==> src/rtl/serial_subtractor_pkg.sv <==
// Shared types and sizing helpers for the bit-serial subtractor.
package serial_sub_pkg;

  typedef enum logic [1:0] {IDLE, RUN, DONE} sub_state_t;

  function automatic int cnt_w(input int width);
    return $clog2(width);
  endfunction

endpackage

==> src/rtl/serial_subtractor_if.sv <==
// Start/done bus between a controller (master) and the serial subtractor (slave).
interface serial_subtractor_if
  import serial_sub_pkg::*;
#(
  parameter int WIDTH = 8
);
  // start_i is accepted only when the slave is in IDLE or DONE; done_o pulses
  // for one cycle and the result fields stay valid until the next done_o.
  logic             start_i;
  logic [WIDTH-1:0] a_i;
  logic [WIDTH-1:0] b_i;
  logic             bin_i;
  logic             busy_o;
  logic             done_o;
  logic [WIDTH-1:0] diff_o;
  logic             bout_o;
  logic             ovf_o;
  sub_state_t       state_o;

  modport master (
    output start_i, a_i, b_i, bin_i,
    input  busy_o, done_o, diff_o, bout_o, ovf_o, state_o
  );

  modport slave (
    input  start_i, a_i, b_i, bin_i,
    output busy_o, done_o, diff_o, bout_o, ovf_o, state_o
  );

endinterface

==> src/rtl/serial_subtractor_full_subtractor.sv <==
// One-bit full-subtractor cell: a - b - br.
module full_subtractor (
  input  logic a_i,
  input  logic b_i,
  input  logic br_i,
  output logic diff_o,
  output logic br_o
);

  assign diff_o = a_i ^ b_i ^ br_i;
  assign br_o   = (~a_i & b_i) | (~(a_i ^ b_i) & br_i);

endmodule

==> src/rtl/serial_subtractor.sv <==
// Bit-serial A - B - bin, LSB first, one bit per clock through a single cell.
module serial_subtractor
  import serial_sub_pkg::*;
#(
  parameter int WIDTH = 8
) (
  input  logic                clk_i,
  input  logic                rst_i,
  serial_subtractor_if.slave  bus
);

  localparam int CW = cnt_w(WIDTH);
  localparam logic [CW-1:0] LAST = CW'(WIDTH - 1);

  sub_state_t       state_q, state_d;
  logic [WIDTH-1:0] a_sh_q, a_sh_d;
  logic [WIDTH-1:0] b_sh_q, b_sh_d;
  logic [WIDTH-1:0] r_sh_q, r_sh_d;
  logic [CW-1:0]    cnt_q, cnt_d;
  logic             br_q, br_d;
  logic [WIDTH-1:0] diff_q, diff_d;
  logic             bout_q, bout_d;
  logic             ovf_q, ovf_d;
  logic             busy_q, busy_d;
  logic             done_q, done_d;
  logic             cell_diff, cell_br;

  full_subtractor u_cell (
    .a_i    (a_sh_q[0]),
    .b_i    (b_sh_q[0]),
    .br_i   (br_q),
    .diff_o (cell_diff),
    .br_o   (cell_br)
  );

  always_comb begin
    state_d = state_q;
    a_sh_d  = a_sh_q;
    b_sh_d  = b_sh_q;
    r_sh_d  = r_sh_q;
    cnt_d   = cnt_q;
    br_d    = br_q;
    diff_d  = diff_q;
    bout_d  = bout_q;
    ovf_d   = ovf_q;
    case (state_q)
      IDLE, DONE: begin
        if (bus.start_i) begin
          a_sh_d  = bus.a_i;
          b_sh_d  = bus.b_i;
          br_d    = bus.bin_i;
          cnt_d   = '0;
          state_d = RUN;
        end else begin
          state_d = IDLE;
        end
      end
      RUN: begin
        a_sh_d = a_sh_q >> 1;
        b_sh_d = b_sh_q >> 1;
        r_sh_d = {cell_diff, r_sh_q[WIDTH-1:1]};
        br_d   = cell_br;
        cnt_d  = cnt_q + CW'(1);
        if (cnt_q == LAST) begin
          state_d = DONE;
          diff_d  = {cell_diff, r_sh_q[WIDTH-1:1]};
          bout_d  = cell_br;
          // br_q is the borrow into the MSB on this last bit.
          ovf_d   = br_q ^ cell_br;
        end
      end
      default: state_d = IDLE;
    endcase
    busy_d = (state_d == RUN);
    done_d = (state_d == DONE);
  end

  always_ff @(posedge clk_i) begin
    if (rst_i) begin
      state_q <= IDLE;
      a_sh_q  <= '0;
      b_sh_q  <= '0;
      r_sh_q  <= '0;
      cnt_q   <= '0;
      br_q    <= 1'b0;
      diff_q  <= '0;
      bout_q  <= 1'b0;
      ovf_q   <= 1'b0;
      busy_q  <= 1'b0;
      done_q  <= 1'b0;
    end else begin
      state_q <= state_d;
      a_sh_q  <= a_sh_d;
      b_sh_q  <= b_sh_d;
      r_sh_q  <= r_sh_d;
      cnt_q   <= cnt_d;
      br_q    <= br_d;
      diff_q  <= diff_d;
      bout_q  <= bout_d;
      ovf_q   <= ovf_d;
      busy_q  <= busy_d;
      done_q  <= done_d;
    end
  end

  assign bus.busy_o  = busy_q;
  assign bus.done_o  = done_q;
  assign bus.diff_o  = diff_q;
  assign bus.bout_o  = bout_q;
  assign bus.ovf_o   = ovf_q;
  assign bus.state_o = state_q;

endmodule

==> src/flat_wrapper.sv <==
// flat-port wrapper written by rule: the top's interface ports become plain ports
module serial_subtractor_flat import serial_sub_pkg::*;
#(
  parameter int WIDTH = 8
)
  (clk_i, rst_i, bus_start_i, bus_a_i, bus_b_i, bus_bin_i, bus_busy_o, bus_done_o, bus_diff_o, bus_bout_o, bus_ovf_o, bus_state_o);
  serial_subtractor_if #(.WIDTH(WIDTH)) bus_i ();
  input  logic clk_i;
  input  logic rst_i;
  input wire logic [$bits(bus_i.start_i)-1:0] bus_start_i;
  input wire logic [$bits(bus_i.a_i)-1:0] bus_a_i;
  input wire logic [$bits(bus_i.b_i)-1:0] bus_b_i;
  input wire logic [$bits(bus_i.bin_i)-1:0] bus_bin_i;
  output wire logic [$bits(bus_i.busy_o)-1:0] bus_busy_o;
  output wire logic [$bits(bus_i.done_o)-1:0] bus_done_o;
  output wire logic [$bits(bus_i.diff_o)-1:0] bus_diff_o;
  output wire logic [$bits(bus_i.bout_o)-1:0] bus_bout_o;
  output wire logic [$bits(bus_i.ovf_o)-1:0] bus_ovf_o;
  output wire logic [$bits(bus_i.state_o)-1:0] bus_state_o;
  assign bus_i.start_i = bus_start_i;
  assign bus_i.a_i = bus_a_i;
  assign bus_i.b_i = bus_b_i;
  assign bus_i.bin_i = bus_bin_i;
  assign bus_busy_o = bus_i.busy_o;
  assign bus_done_o = bus_i.done_o;
  assign bus_diff_o = bus_i.diff_o;
  assign bus_bout_o = bus_i.bout_o;
  assign bus_ovf_o = bus_i.ovf_o;
  assign bus_state_o = bus_i.state_o;
  serial_subtractor #(.WIDTH(WIDTH)) u_core (.clk_i(clk_i), .rst_i(rst_i), .bus(bus_i));
endmodule
==> config.mk <==
export PLATFORM = sky130hd
export DESIGN_NAME = serial_subtractor_flat
export DESIGN_NICKNAME = d
export VERILOG_FILES = /design/src/rtl/serial_subtractor_pkg.sv /design/src/rtl/serial_subtractor_if.sv /design/src/rtl/serial_subtractor_full_subtractor.sv /design/src/rtl/serial_subtractor.sv /design/src/flat_wrapper.sv
export SDC_FILE = /design/constraint.sdc
export NUM_CORES = 1
export LEC_CHECK = 0
export ABC_AREA = 0
export BUFFER_PORTS_ARGS = -buffer_cell sky130_fd_sc_hd__buf_2
export CAP_MARGIN = 20
export CORE_UTILIZATION = 53
export DETAILED_ROUTE_END_ITERATION = 7
export GPL_TIMING_DRIVEN = 0
export PLACE_DENSITY = 0.87
export RECOVER_POWER = 50
export SYNTH_ARGS = -nofsm -noshare
export SYNTH_HDL_FRONTEND = slang
export SYNTH_HIERARCHICAL = 1
export SYNTH_SLANG_ARGS = --single-unit
export TNS_END_PERCENT = 100
==> constraint.sdc <==
create_clock -name clk_i -period 1.8 [get_ports clk_i]
set_clock_uncertainty 0.2 [all_clocks]
set_input_delay 0.27 -clock clk_i [delete_from_list [all_inputs] [get_ports clk_i]]
set_output_delay 0.27 -clock clk_i [all_outputs]
set_load 0.05 [all_outputs]
# Yosys cells after proc, flatten, opt, wreduce, memory -nomap -nowiden
# Cells that the tools add are included.
dict set report word_totals {
  ff_bits 42
  input_bits 20
  out_inout_bits 14
  word_cells 42
}
dict set report classes {
  n_addsub 1
  eq_ne 6
  muxes 11
  bitwise 8
  n_reduce_logical 5
}
# cell n
set op_table {}
lappend op_table {{$pmux 8 s2} 2}
lappend op_table {{$mux 8} 2}
lappend op_table {{$pmux 3 s2} 1}
lappend op_table {{$eq 2x1->1 const B} 2}
lappend op_table {{$eq 2x2->1 const B} 2}
lappend op_table {{$pmux 2 s2} 1}
lappend op_table {{$reduce_and 2->1} 2}
lappend op_table {{$add 3x1->3 const B} 1}
lappend op_table {{$eq 3x3->1 const B} 1}
lappend op_table {{$mux 3} 1}
lappend op_table {{$xor 1x1->1} 3}
lappend op_table {{$and 1x1->1} 2}
lappend op_table {{$logic_not 2->1} 1}
lappend op_table {{$mux 1} 2}
lappend op_table {{$mux 2} 1}
lappend op_table {{$ne 2x2->1 const B} 1}
lappend op_table {{$not 1->1} 2}
lappend op_table {{$pmux 1 s2} 1}
lappend op_table {{$reduce_bool 2->1} 1}
lappend op_table {{$reduce_or 2->1} 1}
lappend op_table {{$or 1x1->1} 1}

# Depth between registers and ports, before layout
# Gate-level depths: netlist of the first run.
dict set report depth {
  word_depth 5
  mapped_depth 6
  mapped_depth_nobuf 5
}

# By module
# Netlist of the first run, hierarchy kept.
# module instances cells_per_inst area_per_inst_um2 seq_area_each_um2
set by_module_without_submodules {}
lappend by_module_without_submodules {serial_subtractor 1 197 1612.8 820.8}
lappend by_module_without_submodules {full_subtractor 1 4 31.3 0.0}

# Worst setup path after synthesis of the first run
# OpenSTA, ideal clock, no wires.
dict set report synth_path {
  path_kind {reg-to-reg}
  startpoint {register u_core.state_q[1] (netlist: u_core/bus.state_o[1])}
  endpoint {register u_core.br_q}
  setup_time_ns 0.091
  t_arrival_ns 1.337
  required_ns 1.509
  slack_ns 0.173
  path_stages_with_launch 6
  n_path_buf 2
  synth_period_minus_slack_ns 1.627
  path_cell_list {dfxtp_1 > nand2b_1 > buf_4 > buf_4 > nor2_1 > a311oi_1}
}
dict set report synth_via {
  elab_chain_cells 4
  word_cells_on_any_way 8
  cone_classes {eq/ne: 3; mux: 1; reduce/logical: 4}
}
# item line
set synth_rtl {}
lappend synth_rtl {{start, declared} serial_subtractor.sv:15} ;# sub_state_t state_q, state_d;
lappend synth_rtl {{start signal, assigned} serial_subtractor.sv:92} ;# state_q <= state_d;
lappend synth_rtl {{$eq 2x2->1 or $logic_not 2->1 (tied branches)} serial_subtractor.sv:46} ;# case (state_q)
lappend synth_rtl {{$reduce_or 2->1} serial_subtractor.sv:46}
lappend synth_rtl {{$ne 2x2->1 (no source line) or $reduce_bool 2->1 (tied branches)} --}
lappend synth_rtl {{$reduce_and 2->1 (no source line)} --}
lappend synth_rtl {{end signal, assigned} serial_subtractor.sv:97} ;# br_q <= br_d;
lappend synth_rtl {{end, declared} serial_subtractor.sv:20} ;# logic br_q, br_d;
# Parallel ways exist; a longest one is shown, timed or not.
# A chain may end at the register's enable or synchronous reset.

# Worst setup path after layout of the first run
dict set report layout_path {
  startpoint {register u_core.ovf_q (netlist: u_core/bus.ovf_o)}
  endpoint {output port bus_ovf_o}
}
# item line
set layout_rtl {}
lappend layout_rtl {{start, declared} serial_subtractor.sv:23} ;# logic ovf_q, ovf_d;
lappend layout_rtl {{start signal, assigned} serial_subtractor.sv:100} ;# ovf_q <= ovf_d;
lappend layout_rtl {{end, declared} flat_wrapper.sv:18} ;# output wire logic [$bits(bus_i.ovf_o)-1:0] bus_ovf_o;
# No word-level cell between the ends.

==> results of run 1 <==
cells in the final DEF (no fill, tap or decap):
| cell type | count |
|---|---|
| a211oi_1 | 1 |
| a21oi_1 | 21 |
| a311oi_1 | 15 |
| and3b_1 | 1 |
| buf_2 | 23 |
| buf_4 | 4 |
| buf_6 | 3 |
| clkbuf_1 | 18 |
| clkbuf_4 | 5 |
| clkinv_2 | 1 |
| dfxtp_1 | 41 |
| dlygate4sd3_1 | 16 |
| fa_1 | 1 |
| ha_1 | 2 |
| inv_1 | 3 |
| nand2_1 | 66 |
| nand2b_1 | 2 |
| nand3_1 | 5 |
| nand3b_1 | 1 |
| nor2_1 | 20 |
| nor2b_1 | 1 |
| nor2b_2 | 1 |
| o21a_1 | 1 |
| or2b_2 | 1 |
| xnor2_1 | 1 |
worst paths after layout:
check,from,end,slack [ns],depth (start not counted)
worst max register to register,u_core/cnt_q[0],u_core/bus.diff_o[7],0.19,5
worst min register to register,u_core/r_sh_q[1],u_core/bus.diff_o[0],0.26,2
worst min-delay path,rst_i,u_core/a_sh_q[5],0.02,2
worst max-delay path,u_core/bus.ovf_o,bus_ovf_o,0.17,1
power breakdown:
group	total (mW)	switching, mW	internal (mW)	leakage (nW)
sequential	0.979	0.0271	0.952	0.335
combinational	0.260	0.144	0.115	0.439
clock	0.411	0.275	0.136	0.0269
sequential cells by signal, indices dropped and copies added (netlist names), 2 cells and up:
signal,flops
u_core/b_sh_q,8
u_core/a_sh_q,8
u_core/r_sh_q,7
u_core/bus.diff_o,8
u_core/bus.state_o,2
u_core/cnt_q,3
logic make-up (layout without fill, tap and decap cells):
| kind of cell | Yosys count | count (layout) | share of synthesized area |
|---|---|---|---|
| AO/OA/AOI/OAI | 38 | 38 | 0.153 |
| XOR/XNOR | 1 | 1 | 0.00533 |
| adder cells (fa/ha/maj) | 3 | 3 | 0.0274 |
| buffers and inverters | 20 | 73 | 0.0715 |
| flip-flops | 41 | 41 | 0.499 |
| AND/OR/NAND/NOR | 98 | 98 | 0.244 |
metal layers:
layer  routed length [um]  vias to the layer above  share of wire  track usage
li1                     -                      775              -            -
met1                 1590                      665           0.44        0.292
met2                 1690                       59           0.47        0.410
met3                  233                       12          0.064       0.0513
met4                  105                        0          0.029        0.136
met5                    0                        -              0            0
what timing repair did:
| item | in CTS | in global routing |
|---|---|---|
| setup endpoints to repair | 0 | 8 |
| hold endpoints to repair | 16 | 0 |
| hold buffers | 16 | 0 |
| resized for setup | 0 | 0 |
area by class of cell:
class,count,area share
clock inverter,1,0.00247
timing repair buffer,48,0.151
clock buffer,5,0.0185
inverter,3,0.00556
buffer,16,0.0500
tap,31,0.0191
sequential,41,0.405
multi-input combinational,140,0.348
==> summary.md, run 1 <==
| Metric | Value |
|---|---|
| Fin cells | about 290 |
| Net Count, Synth | 224 |
| Violated checks | DRC |
| Pin count of the biggest net entering global routing | 12 |
| Total area of sequential cells | between 800 and 900 um^2 |
| Die boundary height | 57.7 um |
| Remaining design rule violation count | 5 |
| Number of instances in the synthesized netlist | 201 |
| Cell with the largest stage delay on the worst path | clkbuf_1 |
| Part of the Yosys area used for sequential elements | 0.499 |
| Global router's overall resource usage | 0.244 |
| #FFs+latches synth | 41 |
| Clock latency of the later-clocked register in the worst-skew pair | 0.34 ns |
| Initial detailed-routing violation count | 79 |
| Placer's final routability congestion estimate | 0.779 |
| Wire length per cell | roughly 13 um |
| Final Worst Setup Slack | 0.171 ns |
| Buffers plus inverters on the worst setup path | 1 |
| Via count | 1511 |
| Kind of end point of the critical path | primary output |
| Crit path largest cell delay | 0.47 ns |
| Final core utilization | 0.710 |
| Clock transition time at the flip-flop clock pins of the worst setup and hold paths | ~0.11 ns |
| Wire length of the first global-routing pass | 6140 um |
| Count of TritonRoute iterations in the first routing pass | 7 |
| Total power | 1.65 mW |
| Dominant delay contributor by cell family on the critical path | buffers and inverters |
| Dominant cell by count in the synthesized netlist | nand2_1 |
| Netlist Area Pre-Place | about 1600 um^2 |
| FILL cells | 230 |
| Maximum number of buffers from clock root to sink | 2 |
| Post-route standard cell area excluding fillers | 2030 um^2 |
| Mean instance size in the synthesized netlist | 8.18 um^2 |
| Top cells by area in the synthesized netlist | dfxtp_1, nand2_1, a311oi_1 |
| Max Slew Vio Count | 0 |
| Remaining max-slew budget at the tightest pin | 0.605 |
| Unrepaired setup endpoints after global routing | no |
| Cell count after placement | 264 |
| Initial antenna violation count | 0 |
| Num CTS Buffers | 5 |
| Row Count | 19 |
| Antenna-violating nets left | 0 |
| Synth top cells by count | nand2_1, dfxtp_1, a21oi_1, nor2_1, a311oi_1 |
| Worst path required time | 1.33 ns |
| Final Net Count | 278 |
| Multi-input gate area | ~700 um^2 |
| Smallest hold slack | 0.0205 ns |
| Max FO, Critical Path | 2 |
| Clock tree from TritonCTS | built |
| Most used DFF post-synth | dfxtp_1 |
| HPWL after DPL | roughly 2300 um |
| Leakage component of the power | approximately 0.8 nW |
| Clock root buffer | clkbuf_4 |
| Number of library cell types mapped by synthesis | 22 |
| Hold violation total from the final report | 0 |
| Sum of negative setup slack | 0 ns |
| Fraction of registers with async set or reset after synthesis | 0 |
| Die width | 57.7 um |
| Worst min-delay path class | input port to register |
| GRT Residual Overflow | 0 |
| Count of buffers inserted at the top-level ports | 32 |
| Boundary pin count | 34 |
| Clock period minus worst slack | 1.63 ns |
| Result of the run | complete, but fails checks |
| Finish-stage setup viols | 0 |
| Standard cell area after detailed placement | 1840 um^2 |
| PD cells | 815 nW/um^2 |
| Count of flip-flops with a built-in enable after synthesis | 0 |
| Setup slack after placement | 0.0711 ns |
| Number of global-route vias before repair | roughly 1400 |
| Critical-path cell list | clkbuf_1 |
| Number of buffers inserted to repair setup after CTS | 0 |
| # Max-Cap Violations | 0 |
| Startpoint type of the worst setup path | register |
| Top cell type by total area after synthesis | dfxtp_1 |
| Synth warn | 6 |
| Vias per std cell | approximately 5.3 |
| Total die area | between 3000 and 4000 um^2 |
| Antenna cells | 0 |
| Final Cycle Share | 0.905 |
| Aggregate routed wire length | 3620 um |
| Transition time at the pin with the least slew margin | 0.595 ns |
| Maximum resistive drop on vdd | 499 uV |
| Clock net sink count | between 40 and 50 |
| Standard cell core area | 2850 um^2 |
| Initial Utilization | 0.576 |
| Syn-to-layout area delta | 23.2% |
| H-Tree Level Count | 2 |
| Peak clock frequency supported by timing | 0.614 GHz |
| CP Class | register to primary output |
| Yosys top cell area share | 0.499 |
| Fraction of layout instances using a drive strength above 1 | 0.150 |
| Arrival time worst endpoint | about 1.2 ns |
Power figures use the tool's default switching activity.
==> inputs of run 2 (changes only) <==
ABC_AREA = 1   (was 0)
CORE_UTILIZATION = 55   (was 53)
PLACE_DENSITY = 0.88   (was 0.87)
==> summary.md, run 2 <==
| Metric | Value |
|---|---|
| Clock transition time at the flip-flop clock pins of the worst setup and hold paths | 0.12 ns |
| Via count | between 1500 and 2000 |
| Hold violation total from the final report | 0 |
| Number of instances in the synthesized netlist | 267 |
| #FFs+latches synth | 41 |
| CP Class | register to primary output |
| Count of cell instances traversed by the critical path | 1 |
| Most common library cell in the layout ignoring fill and taps | nand2_1 |
| Startpoint type of the worst setup path | register |
| Part of the Yosys area used for sequential elements | 0.428 |
| Critical-path cell list | clkbuf_1 |
| Dominant delay contributor by cell family on the critical path | buffers and inverters |
| Aggregate routed wire length | 4260 um |
| Cell with the largest stage delay on the worst path | clkbuf_1 |
| Initial detailed-routing violation count | 120 |
| Leakage component of the power | around 1.2 nW |
| Transition time at the pin with the least slew margin | approximately 0.61 ns |
| Antenna-violating nets left | 0 |
| Clock latency of the later-clocked register in the worst-skew pair | 0.35 ns |
| HPWL after DPL | 2850 um |
| Yosys top cell area share | 0.428 |
| Initial antenna violation count | 0 |
| Boundary pin count | 34 |
| Wire length per cell | 11.5 um |
| Unrepaired setup endpoints after global routing | no |
| Pin count of the biggest net entering global routing | 13 |
| Netlist Area Pre-Place | approximately 1900 um^2 |
| Placer's final routability congestion estimate | 0.813 |
| Dominant cell by count in the synthesized netlist | nand2_1 |
| Global router's overall resource usage | 0.253 |
| # Max-Cap Violations | 0 |
| Startpoint of the worst-slack reg-to-reg timing path | u_core/cnt_q[0] |
| Beginning of the critical path | u_core/bus.diff_o[4] |
| GRT Residual Overflow | 0 |
| Max FO, Critical Path | 2 |
| Die width | 61.0 um |
| Arrival time worst endpoint | 1.18 ns |
| Mean instance size in the synthesized netlist | approximately 7.2 um^2 |
| Top cell type by total area after synthesis | dfxtp_1 |
| Antenna cells | 0 |
| Clock root buffer | clkbuf_4 |
| Clock period minus worst slack | 1.65 ns |
| Sum of negative setup slack | 0 ns |
| Most used DFF post-synth | dfxtp_1 |
| Finish-stage setup viols | 0 |
| Final Cycle Share | 0.916 |
| Final core utilization | 0.708 |
| Remaining design rule violation count | 0 |
| H-Tree Level Count | 2 |
| Worst setup path end | bus_diff_o[4] |
| Worst path required time | 1.33 ns |
| Result of the run | complete, no violations |
| Buffers plus inverters on the worst setup path | 1 |
| RR Endpoint | u_core/bus.ovf_o |
| Fraction of registers with async set or reset after synthesis | 0 |
| Synth warn | 6 |
| Number of global-route vias before repair | 1633 |
| Count of TritonRoute iterations in the first routing pass | 5 |
| Synth top cells by count | nand2_1, dfxtp_1, nand3_1, inv_1, nor2_1 |
| Number of buffers inserted to repair setup after CTS | 0 |
| Total die area | about 3700 um^2 |
| Maximum resistive drop on vdd | 466 uV |
| Maximum number of buffers from clock root to sink | 2 |
| Number of library cell types mapped by synthesis | 22 |
| Clock net sink count | 41 |
| Kind of end point of the critical path | primary output |
| Initial Utilization | 0.574 |
| Syn-to-layout area delta | 23.2% |
| Smallest hold slack | ~0.21 ns |
| Peak clock frequency supported by timing | 0.606 GHz |
| Max Slew Vio Count | 0 |
| Fraction of layout instances using a drive strength above 1 | 0.167 |
| Final Net Count | 346 |
| Row Count | 21 |
| Worst Reg-to-Reg Cells | 6 |
| Vias per std cell | 4.97 |
| Wire length of the first global-routing pass | just under 7000 um |
| Commonest non-fill, non-tap cells in the layout | nand2_1, nand3_1, dfxtp_1, inv_1, nor2_1 |
| Net Count, Synth | 290 |
| Count of flip-flops with a built-in enable after synthesis | 0 |
| Worst min-delay path class | input port to register |
| PD cells | 805 nW/um^2 |
| Reg-to-reg setup timing slack | 0.19 ns |
| Count of buffers inserted at the top-level ports | 32 |
| Clock tree from TritonCTS | built |
| Standard cell core area | about 3300 um^2 |
| Crit path largest cell delay | 0.47 ns |
| Top cells by area in the synthesized netlist | dfxtp_1, nand3_1, nand2_1 |
| Num CTS Buffers | 5 |
| Die boundary height | 61.0 um |
| Remaining max-slew budget at the tightest pin | 0.592 |
## run 2: cell count changes after synthesis, sizes merged, moves of 5 or more
cell,change
nand2,-13
clkbuf,-5
nor2,+10
buf,+6
nor3,+15
a21oi,-9
inv,+38
a311oi,-15
nand3,+36
o21ai,+9
## run 2: layer usage
layer	part of all wire	GRT usage	vias to the layer above
li1	-	-	946
met1	0.44	0.306	841
met2	0.50	0.439	43
met3	0.043	0.0567	8
met4	0.017	0.0909	0
met5	0	0	-
## run 2: logic make-up (layout without fill, tap and decap cells)
group,count (synthesis),in the layout,share of synthesized area
DFF,41,41,0.428
adders and majority gates,3,3,0.0235
buffers and inverters,59,116,0.151
and+or+nand+nor,142,142,0.337
xor gates and xnor gates,1,1,0.00457
AOI/OAI and AO/OA,21,21,0.0548
## run 2: worst min-delay path by stage
stage                          startpoint                to  slack, ns  cells past startpoint
after detailed placement  u_core/cnt_q[0]   u_core/cnt_q[0]       0.25                      1
after floorplan                bus_a_i[0]  u_core/a_sh_q[0]       0.20                      2
after CTS                     bus_start_i   u_core/cnt_q[0]       0.20                      5
final                         bus_start_i   u_core/cnt_q[0]       0.21                      5
after global routing          bus_start_i   u_core/cnt_q[0]       0.22                      5
after global placement    u_core/cnt_q[0]   u_core/cnt_q[0]       0.25                      1
## run 2: what timing repair did
action,CTS,global route
gates resized for setup,0,2
endpoints found under the setup margin,0,10
hold buffers,18,0
endpoints found under the hold margin,23,0
## run 2: stage by stage
stage               power [mW]  setup WS, ns  instance area [um^2]  instances
finish                    1.90         0.150                  2360        370
global route              2.00        0.0793                  2360        370
CTS                       1.91        0.0429                  2380        371
detailed placement        1.36        0.0690                  2130        345
global placement          1.35         0.116                  2130        345
floorplan                 1.28         0.158                  1920        267
## run 2: tightest hold or removal path: stages
cell	delay, ns
buf_2	0.09
nand2_2	0.06
buf_6	0.14
nand2_1	0.09
a21oi_1	0.07
## run 2: cell type report
cell class,count,area [um^2]
flip-flops and latches,41,821
multi-input cells,167,798
plain buffers,17,130
clock buffers,7,65.1
clock inverters,1,5.00
well taps,46,57.6
fillers,271,975
repair buffers,50,327
inverters,41,159
## run 2: power by group
part	internal, mW	switching [mW]	total (mW)
clock network	0.227	0.291	0.517
registers	0.968	0.0285	0.996
logic	0.164	0.223	0.387
